[src/rtl/addr_gen32_if.sv]
// Control, configuration and address bus of the two-level address generator.
interface addr_gen32_if #(
    parameter int ADDR_W = 11
);
    logic              addr_gen32_init;
    logic              addr_gen32_in_disable;
    logic [ADDR_W-1:0] addr_gen32_start;
    logic [ADDR_W-1:0] addr_gen32_incr;
    logic [ADDR_W-1:0] addr_gen32_shift;
    logic [9:0]        addr_gen32_per;
    logic [9:0]        addr_gen32_iter;
    logic [4:0]        addr_gen32_delay;
    logic [ADDR_W-1:0] addr_gen32_addr;
    logic              addr_gen32_valid;
    logic              addr_gen32_done;

    modport master (
        output addr_gen32_init, addr_gen32_in_disable, addr_gen32_start,
               addr_gen32_incr, addr_gen32_shift, addr_gen32_per,
               addr_gen32_iter, addr_gen32_delay,
        input  addr_gen32_addr, addr_gen32_valid, addr_gen32_done
    );

    modport slave (
        input  addr_gen32_init, addr_gen32_in_disable, addr_gen32_start,
               addr_gen32_incr, addr_gen32_shift, addr_gen32_per,
               addr_gen32_iter, addr_gen32_delay,
        output addr_gen32_addr, addr_gen32_valid, addr_gen32_done
    );
endinterface

[src/rtl/addr_gen32.sv]
// Two-level address generator: steps by incr inside a period, by shift at
// each period boundary, for iter periods after an optional start delay.
// The address is emitted on the edge after it is selected, so every output
// comes straight from a flop.
module addr_gen32 #(
    parameter int ADDR_W = 11
) (
    input  logic         addr_gen32_clk,
    input  logic         addr_gen32_reset,
    addr_gen32_if.slave  bus
);
    typedef enum logic [1:0] {IDLE, DELAY, RUN, DONE} state_t;

    state_t            r_state, w_nxt;
    logic [ADDR_W-1:0] r_incr, r_shift, r_cur, r_addr;
    logic [9:0]        r_per, r_iter, r_per_cnt, r_iter_cnt;
    logic [4:0]        r_dly_cnt;
    logic              r_valid, r_done;
    logic              w_per_end, w_last;

    assign w_per_end = (r_per_cnt == r_per - 10'd1);
    assign w_last    = w_per_end && (r_iter_cnt == r_iter - 10'd1);

    // State register
    always_ff @(posedge addr_gen32_clk or negedge addr_gen32_reset) begin
        if (!addr_gen32_reset) r_state <= IDLE;
        else                   r_state <= w_nxt;
    end

    // Next state: init wins over stall, stall freezes the state
    always_comb begin
        w_nxt = r_state;
        if (bus.addr_gen32_init) begin
            if (bus.addr_gen32_per == 10'd0 || bus.addr_gen32_iter == 10'd0)
                w_nxt = DONE;
            else if (bus.addr_gen32_delay != 5'd0)
                w_nxt = DELAY;
            else
                w_nxt = RUN;
        end else if (!bus.addr_gen32_in_disable) begin
            case (r_state)
                DELAY:   if (r_dly_cnt <= 5'd1) w_nxt = RUN;
                RUN:     if (w_last) w_nxt = DONE;
                default: w_nxt = r_state;
            endcase
        end
    end

    // Configuration latch, counters and registered outputs
    always_ff @(posedge addr_gen32_clk or negedge addr_gen32_reset) begin
        if (!addr_gen32_reset) begin
            r_incr     <= '0;
            r_shift    <= '0;
            r_per      <= '0;
            r_iter     <= '0;
            r_cur      <= '0;
            r_addr     <= '0;
            r_per_cnt  <= '0;
            r_iter_cnt <= '0;
            r_dly_cnt  <= '0;
            r_valid    <= 1'b0;
            r_done     <= 1'b0;
        end else if (bus.addr_gen32_init) begin
            r_incr     <= bus.addr_gen32_incr;
            r_shift    <= bus.addr_gen32_shift;
            r_per      <= bus.addr_gen32_per;
            r_iter     <= bus.addr_gen32_iter;
            r_cur      <= bus.addr_gen32_start;
            r_dly_cnt  <= bus.addr_gen32_delay;
            r_per_cnt  <= '0;
            r_iter_cnt <= '0;
            r_valid    <= 1'b0;
            r_done     <= 1'b0;
        end else if (bus.addr_gen32_in_disable) begin
            r_valid    <= 1'b0;
        end else begin
            r_valid <= 1'b0;
            case (r_state)
                DELAY: r_dly_cnt <= r_dly_cnt - 5'd1;
                RUN: begin
                    r_valid <= 1'b1;
                    r_addr  <= r_cur;
                    if (w_per_end) begin
                        r_per_cnt  <= '0;
                        r_iter_cnt <= r_iter_cnt + 10'd1;
                        r_cur      <= r_cur + r_shift;
                    end else begin
                        r_per_cnt  <= r_per_cnt + 10'd1;
                        r_cur      <= r_cur + r_incr;
                    end
                end
                DONE:    r_done <= 1'b1;
                default: r_done <= r_done;
            endcase
        end
    end

    assign bus.addr_gen32_addr  = r_addr;
    assign bus.addr_gen32_valid = r_valid;
    assign bus.addr_gen32_done  = r_done;
endmodule

[src/flat_wrapper.sv]
// flat-port wrapper written by rule: the top's interface ports become plain ports
module addr_gen32_flat 
#(
    parameter int ADDR_W = 11
)
  (addr_gen32_clk, addr_gen32_reset, bus_addr_gen32_init, bus_addr_gen32_in_disable, bus_addr_gen32_start, bus_addr_gen32_incr, bus_addr_gen32_shift, bus_addr_gen32_per, bus_addr_gen32_iter, bus_addr_gen32_delay, bus_addr_gen32_addr, bus_addr_gen32_valid, bus_addr_gen32_done);
  addr_gen32_if #(.ADDR_W(ADDR_W)) bus_i ();
  input  logic addr_gen32_clk;
  input  logic addr_gen32_reset;
  input wire logic [$bits(bus_i.addr_gen32_init)-1:0] bus_addr_gen32_init;
  input wire logic [$bits(bus_i.addr_gen32_in_disable)-1:0] bus_addr_gen32_in_disable;
  input wire logic [$bits(bus_i.addr_gen32_start)-1:0] bus_addr_gen32_start;
  input wire logic [$bits(bus_i.addr_gen32_incr)-1:0] bus_addr_gen32_incr;
  input wire logic [$bits(bus_i.addr_gen32_shift)-1:0] bus_addr_gen32_shift;
  input wire logic [$bits(bus_i.addr_gen32_per)-1:0] bus_addr_gen32_per;
  input wire logic [$bits(bus_i.addr_gen32_iter)-1:0] bus_addr_gen32_iter;
  input wire logic [$bits(bus_i.addr_gen32_delay)-1:0] bus_addr_gen32_delay;
  output wire logic [$bits(bus_i.addr_gen32_addr)-1:0] bus_addr_gen32_addr;
  output wire logic [$bits(bus_i.addr_gen32_valid)-1:0] bus_addr_gen32_valid;
  output wire logic [$bits(bus_i.addr_gen32_done)-1:0] bus_addr_gen32_done;
  assign bus_i.addr_gen32_init = bus_addr_gen32_init;
  assign bus_i.addr_gen32_in_disable = bus_addr_gen32_in_disable;
  assign bus_i.addr_gen32_start = bus_addr_gen32_start;
  assign bus_i.addr_gen32_incr = bus_addr_gen32_incr;
  assign bus_i.addr_gen32_shift = bus_addr_gen32_shift;
  assign bus_i.addr_gen32_per = bus_addr_gen32_per;
  assign bus_i.addr_gen32_iter = bus_addr_gen32_iter;
  assign bus_i.addr_gen32_delay = bus_addr_gen32_delay;
  assign bus_addr_gen32_addr = bus_i.addr_gen32_addr;
  assign bus_addr_gen32_valid = bus_i.addr_gen32_valid;
  assign bus_addr_gen32_done = bus_i.addr_gen32_done;
  addr_gen32 #(.ADDR_W(ADDR_W)) u_core (.addr_gen32_clk(addr_gen32_clk), .addr_gen32_reset(addr_gen32_reset), .bus(bus_i));
endmodule
[config.mk]
export PLATFORM = sky130hd
export DESIGN_NAME = addr_gen32_flat
export DESIGN_NICKNAME = d
export VERILOG_FILES = /design/src/rtl/addr_gen32_if.sv /design/src/rtl/addr_gen32.sv /design/src/flat_wrapper.sv
export SDC_FILE = /design/constraint.sdc
export NUM_CORES = 1
export LEC_CHECK = 0
export BUFFER_PORTS_ARGS = -buffer_cell sky130_fd_sc_hd__buf_2
export CAP_MARGIN = 5
export CORE_MARGIN = 10
export CORE_UTILIZATION = 45
export DETAILED_ROUTE_END_ITERATION = 10
export PLACE_DENSITY = 0.69
export SETUP_SLACK_MARGIN = 0.5
export SYNTH_ARGS = -nofsm -noshare
export SYNTH_HDL_FRONTEND = slang
export SYNTH_SLANG_ARGS = --single-unit
[constraint.sdc]
create_clock -name addr_gen32_clk -period 6.7 [get_ports addr_gen32_clk]
set_clock_uncertainty 0.15 [all_clocks]
set_input_delay 1.34 -clock addr_gen32_clk [delete_from_list [all_inputs] [get_ports addr_gen32_clk]]
set_output_delay 1.34 -clock addr_gen32_clk [all_outputs]
set_load 0.01 [all_outputs]
==> impl_metrics.ini, run 1 <==
[synth]
syn_avg_cell_area_sq_um = 10.1
ys_seq_area_share_pct = 45.0
async_flop_share_pct = 100
netlist_instances = 514
synth_warnings = 0
synth_edf_count = 0
synth-main-ff-cell = dfrtp_1
synth.cell_area_sq_mm = 0.00517
synth_seq_cells = 93
syn-num-nets = 595
yosysUniqueCellTypes = 51

[detailed_routing]
dr_wl_met3_um = 500
first_pass_iters = 4
wl_met1_um = 5230
wl_per_cell_um = 16.2
met2_length_um = 5920
wl_um = 11800
drt_iter0_markers = 215
drc = 0
vias = 3984
viasPerCell = 5.47
ant_nets = 0
top_layer = met4

[layout]
drive_above_1_share_pct = 26.0
syn_to_final_growth_pct = 15.9
n_antenna_cell = 0
fin_util_pct = 53.0
final_nets = 664

[floorplan]
io_pins = 75
rows = 39
initial_utilization_pct = 45.7
fp.coreArea_sq_mm = 0.0113
dieArea_sq_mm = 0.0162
dieHeight_um = 127
die_w_um = 127

[timing]
slew_violations = 0
finalSetupViolCount = 0
fmax_ghz = 0.180
worstMarginPinSlew_ns = 1.17
min_period_ns = 5.57
rsz0062_at_grt = no
hold_violations = 0
maxSlewHeadroom_pct = 21.5
fin_tns_setup_ns = 0
hold_ws_ns = 0.355
period_share_pct = 83.1

[cts]
cts.sinks = 93
clockRootBuffer = clkbuf_16
clkLatencyLatePin_ns = 0.34
cts_hold_buf = 0
numCtsBuffers = 9
cts_resized = 0
clockBufferDepth = 2
path_clk_slew_ns = 0.06
cts_setup_buffers = 0
cts.htree.levels = 3
cts_tree = yes

[worst_setup_path]
cp-start-kind = flip-flop
crit_type = flip-flop to flip-flop
cp_data_arrival_time_ns = 5.64
cp_slowest_cell = a2111o_1
slowest_delay_ns = 0.74
crit_required_ns = 6.77
crit_fanout = 23
worst_setup_path_end_kind = flip-flop
worstSetupStartpoint = u_core.r_per[0]
crit_top_cell = nand2_1
cp_cell_sequence = or4_1, nor4_1, a21oi_1, o31a_1, a2111o_1, nand2_1, nand2_1, ha_1, fa_1, a21o_1, a32o_1, or4b_2, a41oi_1, nor3_1, mux2_2, o21ai_0, o311ai_1
r2r-start = u_core.r_per[0]

[global_route]
grt-ovfl-total = 0
grt_start_max_net_pins = 60
grt_pass1_wl_um = 19900
grt_pass1_vias = 4100
antenna_found_initial = 0
track_usage_pct = 14.7

[power_and_ir_drop]
powerDensity_mw_per_mm2 = 252
p_leak_nw = 2.67
p_sw_w = 0.000408
ir_drop_uv = 138
clkPwrFrac_pct = 35.4
pwr-share-comb_pct = 19.8
p_sw_share_pct = 27.0
power_frac_seq_pct = 44.8
power.internal_w = 0.00110

[run_status]
status = completed

[min_path]
min-delay-start = u_core.bus.addr_gen32_addr[6]
hold_class = flip-flop to flip-flop

[run]
drv_cap = 0

[placement]
port_buffers = 74
gp_congestion = 0.848
place_hpwl_um = 8700
[kinds of logic after synthesis]
| kind of cell | Yosys count | share of synthesized area, % |
|---|---|---|
| multiplexers | 59 | 12.7 |
| adder cells (fa/ha/maj) | 19 | 4.74 |
| buffers and inverters | 32 | 2.35 |
| XOR/XNOR | 46 | 7.79 |
| AND/OR/NAND/NOR | 186 | 17.9 |
| AO/OA/AOI/OAI | 79 | 9.53 |
| flip-flops | 93 | 45.0 |
[registers in the layout, summed over array words and instances, names as in the netlist]
| signal | cells |
|---|---|
| u_core.bus.addr_gen32_addr | 11 |
| u_core.r_dly_cnt | 5 |
| u_core.r_state | 2 |
| u_core.r_per | 10 |
| u_core.bus.addr_gen32_done | 1 |
| u_core.r_iter | 10 |
| u_core.r_shift | 11 |
| u_core.r_cur | 11 |
| u_core.bus.addr_gen32_valid | 1 |
| u_core.r_incr | 11 |
| u_core.r_iter_cnt | 10 |
| u_core.r_per_cnt | 10 |
[Yosys cell counts, types with 2 or more instances]
cell type,n,area (sq um)
ha_1,18,225
nor4_1,5,31.3
nand3_1,13,65.1
a2111oi_2,2,30.0
mux2_2,52,586
nand3b_1,6,45.0
mux2i_1,7,70.1
xnor2_1,36,315
nor2b_1,5,31.3
nand2_1,71,267
nand2b_1,3,18.8
nor3_1,12,60.1
inv_1,12,45.0
and3_1,11,68.8
nor4_2,5,62.6
o211ai_1,2,15.0
xor2_1,10,87.6
nand4_1,2,12.5
a31oi_1,3,18.8
clkbuf_1,18,67.6
or4_1,6,45.0
a21oi_1,22,110
nor4b_1,2,17.5
nor2_1,37,139
a21o_1,7,52.6
dfrtp_1,93,2330
o21ai_0,30,150
[final cells by class]
cell class,instances,area [sq um]
inverter,12,45.0
clock buffer,11,243
multi-input combinational,389,2740
sequential,93,2330
timing repair buffer,78,405
clock inverter,2,60.1
tap,143,179
fill,1007,5320
[metal layers]
metal	GRT usage (%)	vias up
met4	4.55	0
met1	18.5	1946
met5	0	-
li1	-	1942
met3	3.43	11
met2	24.4	85
[worst max-delay path, delay by kind of cell, from the launching register on]
family / cells / cell delay (ns)
AO/OA/AOI/OAI: 8 / 2.20
AND/OR/NAND/NOR: 6 / 1.77
adder cells (fa/ha/maj): 2 / 0.62
flip-flops: 1 / 0.41
multiplexers: 1 / 0.28
[worst paths after layout]
kind                                                  to  slack, ns  cells after the start
setup / recovery                        u_core.r_cur[10]       1.13                     17
hold / removal             u_core.bus.addr_gen32_addr[6]       0.36                      1
setup reg to reg                        u_core.r_cur[10]       1.13                     17
hold reg to reg            u_core.bus.addr_gen32_addr[6]       0.36                      1
max in group asynchronous               u_core.r_iter[4]       4.50                      2
min in group asynchronous               u_core.r_iter[7]       0.85                      1
[cells in the final DEF (no fill, tap or decap), types with 6 or more instances in the layout]
master      n
dfrtp_1    93
buf_2      72
nand2_1    71
mux2_2     52
nor2_1     37
xnor2_1    36
o21ai_0    30
a21oi_1    22
ha_1       18
nand3_1    13
inv_1      12
nor3_1     12
and3_1     11
xor2_1     10
clkbuf_16   9
mux2i_1     7
a21o_1      7
or4_1       6
nand3b_1    6
buf_4       6
[power by group through the flow]
stage | combinational, W | sequential, W | clock [W]
after floorplan | 0.000191 | 0.000684 | 0
after global placement | 0.000291 | 0.000685 | 0
after detailed placement | 0.000300 | 0.000688 | 0
after CTS | 0.000303 | 0.000678 | 0.000546
after global routing | 0.000335 | 0.000686 | 0.000567
final | 0.000299 | 0.000677 | 0.000535
[metrics by stage]
step | std cells | total power (W) | cell area [sq um] | worst slack, ns
final | 728 | 0.00151 | 6000 | 1.13
after global routing | 728 | 0.00159 | 6000 | 0.709
after CTS | 728 | 0.00153 | 6000 | 1.16
after detailed placement | 715 | 0.000988 | 5690 | 1.18
after global placement | 715 | 0.000976 | 5690 | 1.29
after floorplan | 514 | 0.000876 | 5170 | 1.51
No activity file was read; power rests on OpenSTA's default activity.
==> run 2: changes to the inputs <==
--- a/config.mk
+++ b/config.mk
@@ -10,7 +10,7 @@
 export CORE_MARGIN = 10
 export CORE_UTILIZATION = 45
 export DETAILED_ROUTE_END_ITERATION = 10
-export PLACE_DENSITY = 0.69
+export PLACE_DENSITY = 0.72
 export SETUP_SLACK_MARGIN = 0.5
 export SYNTH_ARGS = -nofsm -noshare
 export SYNTH_HDL_FRONTEND = slang
==> constraint.sdc (replaced) <==
create_clock -name addr_gen32_clk -period 5 [get_ports addr_gen32_clk]
set_clock_uncertainty 0.15 [all_clocks]
set_input_delay 1 -clock addr_gen32_clk [delete_from_list [all_inputs] [get_ports addr_gen32_clk]]
set_output_delay 1 -clock addr_gen32_clk [all_outputs]
set_load 0.01 [all_outputs]
==> impl_metrics.ini, run 2 (synthesis results as in run 1) <==
[timing]
min_period_ns = 4.75
fmax_ghz = 0.211
rsz0062_at_grt = yes
hold_violations = 0
slew_violations = 0
hold_ws_ns = 0.353
finalSetupViolCount = 0
maxSlewHeadroom_pct = 28.1
fin_tns_setup_ns = 0
worstMarginPinSlew_ns = 1.07
period_share_pct = 94.9

[detailed_routing]
vias = 4087
viasPerCell = 5.50
ant_nets = 0
drt_iter0_markers = 220
drc = 0
first_pass_iters = 4
wl_per_cell_um = 16.7
wl_um = 12400

[power_and_ir_drop]
p_sw_share_pct = 28.7
ir_drop_uv = 197
p_sw_w = 0.000584
powerDensity_mw_per_mm2 = 330
clkPwrFrac_pct = 34.1
power_frac_seq_pct = 44.6
p_leak_nw = 2.75
power.internal_w = 0.00145
pwr-share-comb_pct = 21.3

[floorplan]
initial_utilization_pct = 45.7
dieHeight_um = 127
fp.coreArea_sq_mm = 0.0113
die_w_um = 127
io_pins = 75
dieArea_sq_mm = 0.0162
rows = 39

[layout]
syn_to_final_growth_pct = 19.2
final_nets = 676
stdcell_area_sq_mm = 0.00617
drive_above_1_share_pct = 29.8
layout_commonest_cell = dfrtp_1
mostFrequentLayoutCells = 93 x dfrtp_1, 72 x buf_2, 68 x nand2_1
n_antenna_cell = 0

[global_route]
grt_pass1_wl_um = 21100
grt-ovfl-total = 0
grt_start_max_net_pins = 61
track_usage_pct = 15.5
grt_pass1_vias = 4370
antenna_found_initial = 0

[worst_setup_path]
cp-start-kind = flip-flop
cp_cell_sequence = or4_4, or2_4, mux2i_1, nand4_1, a2111o_1, nand2_1, nand2_2, ha_4, fa_2, a21o_1, a32o_1, or4b_4, a41oi_4, nor3_1, mux2_2, o21ai_1, o311ai_1
slowest_delay_ns = 0.56
crit_fanout = 4
worst_setup_path_end_kind = flip-flop
cp_data_arrival_time_ns = 4.82
crit_required_ns = 5.07
cp_slowest_cell = or4_4
crit_type = flip-flop to flip-flop

[cts]
cts_tree = yes
path_clk_slew_ns = 0.07
cts_hold_buf = 0
clockRootBuffer = clkbuf_16
clkLatencyLatePin_ns = 0.34
clockBufferDepth = 2
cts.htree.levels = 3
cts.sinks = 93
numCtsBuffers = 9

[run_status]
status = completed

[placement]
port_buffers = 74
gp_congestion = 0.877
placed_cell_area_sq_mm = 0.00572
place_hpwl_um = 8990

[run]
drv_cap = 0

[min_path]
hold_class = flip-flop to flip-flop
-- run 2: cell count changes in the layout (fill, tap and decap cells not counted), sizes merged --
| cell | change |
|---|---|
| inv | +1 |
| clkinvlp | +1 |
| clkbuf | -1 |
| buf | +12 |
| clkinv | +3 |
| bufinv | -1 |
-- run 2: path summary, 6_finish.rpt --
check,startpoint,to,slack (ns),cells after the start
min in group asynchronous,addr_gen32_reset,u_core.r_iter[9],0.58,1
max reg2reg,u_core.r_per[1],u_core.r_cur[10],0.25,17
min,u_core.bus.addr_gen32_done,u_core.bus.addr_gen32_done,0.35,2
max,u_core.r_per[1],u_core.r_cur[10],0.25,17
max in group asynchronous,addr_gen32_reset,u_core.r_per_cnt[0],3.20,2
min reg2reg,u_core.bus.addr_gen32_done,u_core.bus.addr_gen32_done,0.35,2
-- run 2: per-stage QoR --
stage          std cells  power [W]  util (%)  setup WS, ns
5_1_grt              743    0.00214      54.5         0.138
3_5_place_dp         716    0.00133      50.5         0.153
2_1_floorplan        514    0.00118         -         0.318
3_3_place_gp         716    0.00131      50.5         0.325
4_1_cts              740    0.00204      54.1         0.301
6_report             743    0.00204      54.5         0.253
-- run 2: layer usage --
metal  vias to the layer above  global-route usage, %  wire, um  share of wire, %
li1                       1971                      -         -                 -
met1                      2013                   18.8      5460                44
met2                        82                   26.2      6120                49
met3                        21                   4.38       597               4.8
met4                         0                   4.89       233               1.9
met5                         -                      0         0                 0
-- run 2: final cells by class --
cell class | count | area [sq um]
clock buffers | 10 | 239
well taps | 143 | 179
clock inverters | 6 | 61.3
fillers | 1002 | 5150
flip-flops and latches | 93 | 2330
inverters | 12 | 45.0
repair buffers | 90 | 512
multi-input cells | 389 | 2810
-- run 2: power by group through the flow --
stage	sequential, W	clock (W)	combinational, W
after global placement	0.000920	0	0.000394
after CTS	0.000908	0.000706	0.000427
after detailed placement	0.000922	0	0.000409
final	0.000908	0.000695	0.000434
after global routing	0.000920	0.000736	0.000481
after floorplan	0.000917	0	0.000262
-- run 2: critical path: cells and delay by family, from the launching register on --
kind	cells	cell delay, ns
AND/OR/NAND/NOR	7	1.79
flip-flops	1	0.40
adder cells (fa/ha/maj)	2	0.51
AO/OA/AOI/OAI	6	1.34
multiplexers	2	0.45
-- run 2: what timing repair did --
item,4_1_cts,5_1_grt
resized for setup,9,7
endpoints found under the hold margin,0,0
endpoints found under the setup margin,2,3
setup buffers,8,3
pin swaps,6,8
==> run 3: changes to the inputs <==
--- a/config.mk
+++ b/config.mk
@@ -8,9 +8,9 @@
 export BUFFER_PORTS_ARGS = -buffer_cell sky130_fd_sc_hd__buf_2
 export CAP_MARGIN = 5
 export CORE_MARGIN = 10
-export CORE_UTILIZATION = 45
+export CORE_UTILIZATION = 40
 export DETAILED_ROUTE_END_ITERATION = 10
-export PLACE_DENSITY = 0.72
+export PLACE_DENSITY = 0.65
 export SETUP_SLACK_MARGIN = 0.5
 export SYNTH_ARGS = -nofsm -noshare
 export SYNTH_HDL_FRONTEND = slang
==> impl_metrics.ini, run 3 (synthesis results as in run 1) <==
[timing]
rsz0062_at_grt = yes
maxSlewHeadroom_pct = 24.7
min_period_ns = 4.74
slew_violations = 0
worstMarginPinSlew_ns = 1.13
finalSetupViolCount = 0
fmax_ghz = 0.211
fin_tns_setup_ns = 0
period_share_pct = 94.8
hold_violations = 0

[worst_setup_path]
crit_type = flip-flop to flip-flop
reg2reg_to = u_core.r_cur[10]
cp-start-kind = flip-flop
crit_fanout = 22
cp_data_arrival_time_ns = 4.81
worst_setup_path_end_kind = flip-flop
r2r_cells = 17
worstSetupStartpoint = u_core.r_per[2]
r2r_slack_ns = 0.26
crit_end = u_core.r_cur[10]
crit_required_ns = 5.07
r2r-start = u_core.r_per[2]

[layout]
n_antenna_cell = 0
drive_above_1_share_pct = 28.6
syn_to_final_growth_pct = 19.3
layout_commonest_cell = dfrtp_1
mostFrequentLayoutCells = 93 x dfrtp_1, 72 x buf_2, 69 x nand2_1
final_nets = 670
fin_util_pct = 48.9
nFillCells = 1183

[power_and_ir_drop]
ir_drop_uv = 245
p_leak_nw = 2.71
powerDensity_mw_per_mm2 = 338

[detailed_routing]
top_layer = met4
wl_um = 12700
wl_met1_um = 5660
wl_per_cell_um = 16.5
dr_wl_met3_um = 606
met2_length_um = 6220
drt_iter0_markers = 272
ant_nets = 0
viasPerCell = 5.25
drc = 0
vias = 4020
first_pass_iters = 4

[global_route]
antenna_found_initial = 0
grt_pass1_vias = 4205
grt_start_max_net_pins = 62
grt_pass1_wl_um = 20700
track_usage_pct = 14.1
grt-ovfl-total = 0

[cts]
clockBufferDepth = 2
numCtsBuffers = 9
path_clk_slew_ns = 0.07
cts.sinks = 93
cts.htree.levels = 3
cts_tree = yes
clkLatencyLatePin_ns = 0.35
clockRootBuffer = clkbuf_16

[placement]
place_hpwl_um = 9080
port_buffers = 74
gp_congestion = 0.907

[floorplan]
io_pins = 75
initial_utilization_pct = 41.0
dieHeight_um = 134
fp.coreArea_sq_mm = 0.0126
die_w_um = 134
rows = 41
dieArea_sq_mm = 0.0179

[run]
drv_cap = 0

[min_path]
holdPathStages = 1
hold_class = flip-flop to flip-flop

[run_status]
status = completed
run 3: timing repair:
item / in CTS / in global routing
gates cloned: 0 / 1
gates resized for setup: 2 / 9
hold buffers: 0 / 0
pin swaps: 1 / 0
buffers inserted: 0 / 4
setup endpoints to repair: 1 / 4
hold endpoints to repair: 0 / 0
run 3: worst min path at each step:
stage	start	to	slack, ns
after floorplan	u_core.r_incr[0]	u_core.r_incr[0]	0.33
after global placement	u_core.bus.addr_gen32_done	u_core.bus.addr_gen32_done	0.32
after detailed placement	u_core.bus.addr_gen32_addr[4]	u_core.bus.addr_gen32_addr[4]	0.35
after CTS	u_core.bus.addr_gen32_addr[4]	u_core.bus.addr_gen32_addr[4]	0.36
after global routing	u_core.bus.addr_gen32_addr[6]	u_core.bus.addr_gen32_addr[6]	0.37
final	u_core.bus.addr_gen32_addr[4]	u_core.bus.addr_gen32_addr[4]	0.35
run 3: worst max-delay path, cell delays in order, from the launching register on:
cell	delay, ns
dfrtp_1	0.44
or4_4	0.51
or2_4	0.27
mux2i_1	0.16
nand4_1	0.21
a2111o_1	0.41
buf_8	0.20
nand2_1	0.08
nand2_1	0.09
fa_2	0.35
a21o_1	0.18
a32o_1	0.22
or4b_4	0.51
a41oi_4	0.21
nor3_1	0.08
mux2_2	0.28
o21ai_1	0.12
o311ai_1	0.11
run 3: report_power, final:
group          internal (W)  leakage [nW]  total, W  switching (W)
Combinational      0.000210          1.41  0.000430       0.000220
Clock              0.000453         0.152  0.000747       0.000294
Sequential         0.000838          1.16  0.000911      0.0000727
run 3: final cells by class:
| cell class | instances | area, sq um | share of cell area [%] |
|---|---|---|---|
| Clock buffer | 11 | 243 | 3.93 |
| Clock inverter | 5 | 83.8 | 1.36 |
| Inverter | 12 | 45.0 | 0.730 |
| Multi-Input combinational cell | 390 | 2810 | 45.5 |
| Sequential cell | 93 | 2330 | 37.7 |
| Tap cell | 172 | 215 | 3.49 |
| Timing Repair Buffer | 83 | 450 | 7.30 |
run 3: metal layers:
layer  vias to the layer above  GRT usage (%)
met5                         -              0
met2                        75           23.5
met1                      1971           16.9
li1                       1959              -
met3                        15           3.98
met4                         0           5.14
run 3: per-stage QoR:
step           setup slack, ns  hold slack, ns  std cells  power (W)  cell area [sq um]
6_report                 0.261           0.355        766    0.00209               6170
5_1_grt                  0.114           0.374        766    0.00219               6170
4_1_cts                  0.333           0.360        761    0.00210               6100
3_5_place_dp             0.222           0.346        745    0.00133               5750
3_3_place_gp             0.383           0.325        745    0.00132               5750
2_1_floorplan            0.318           0.331        514    0.00118               5210
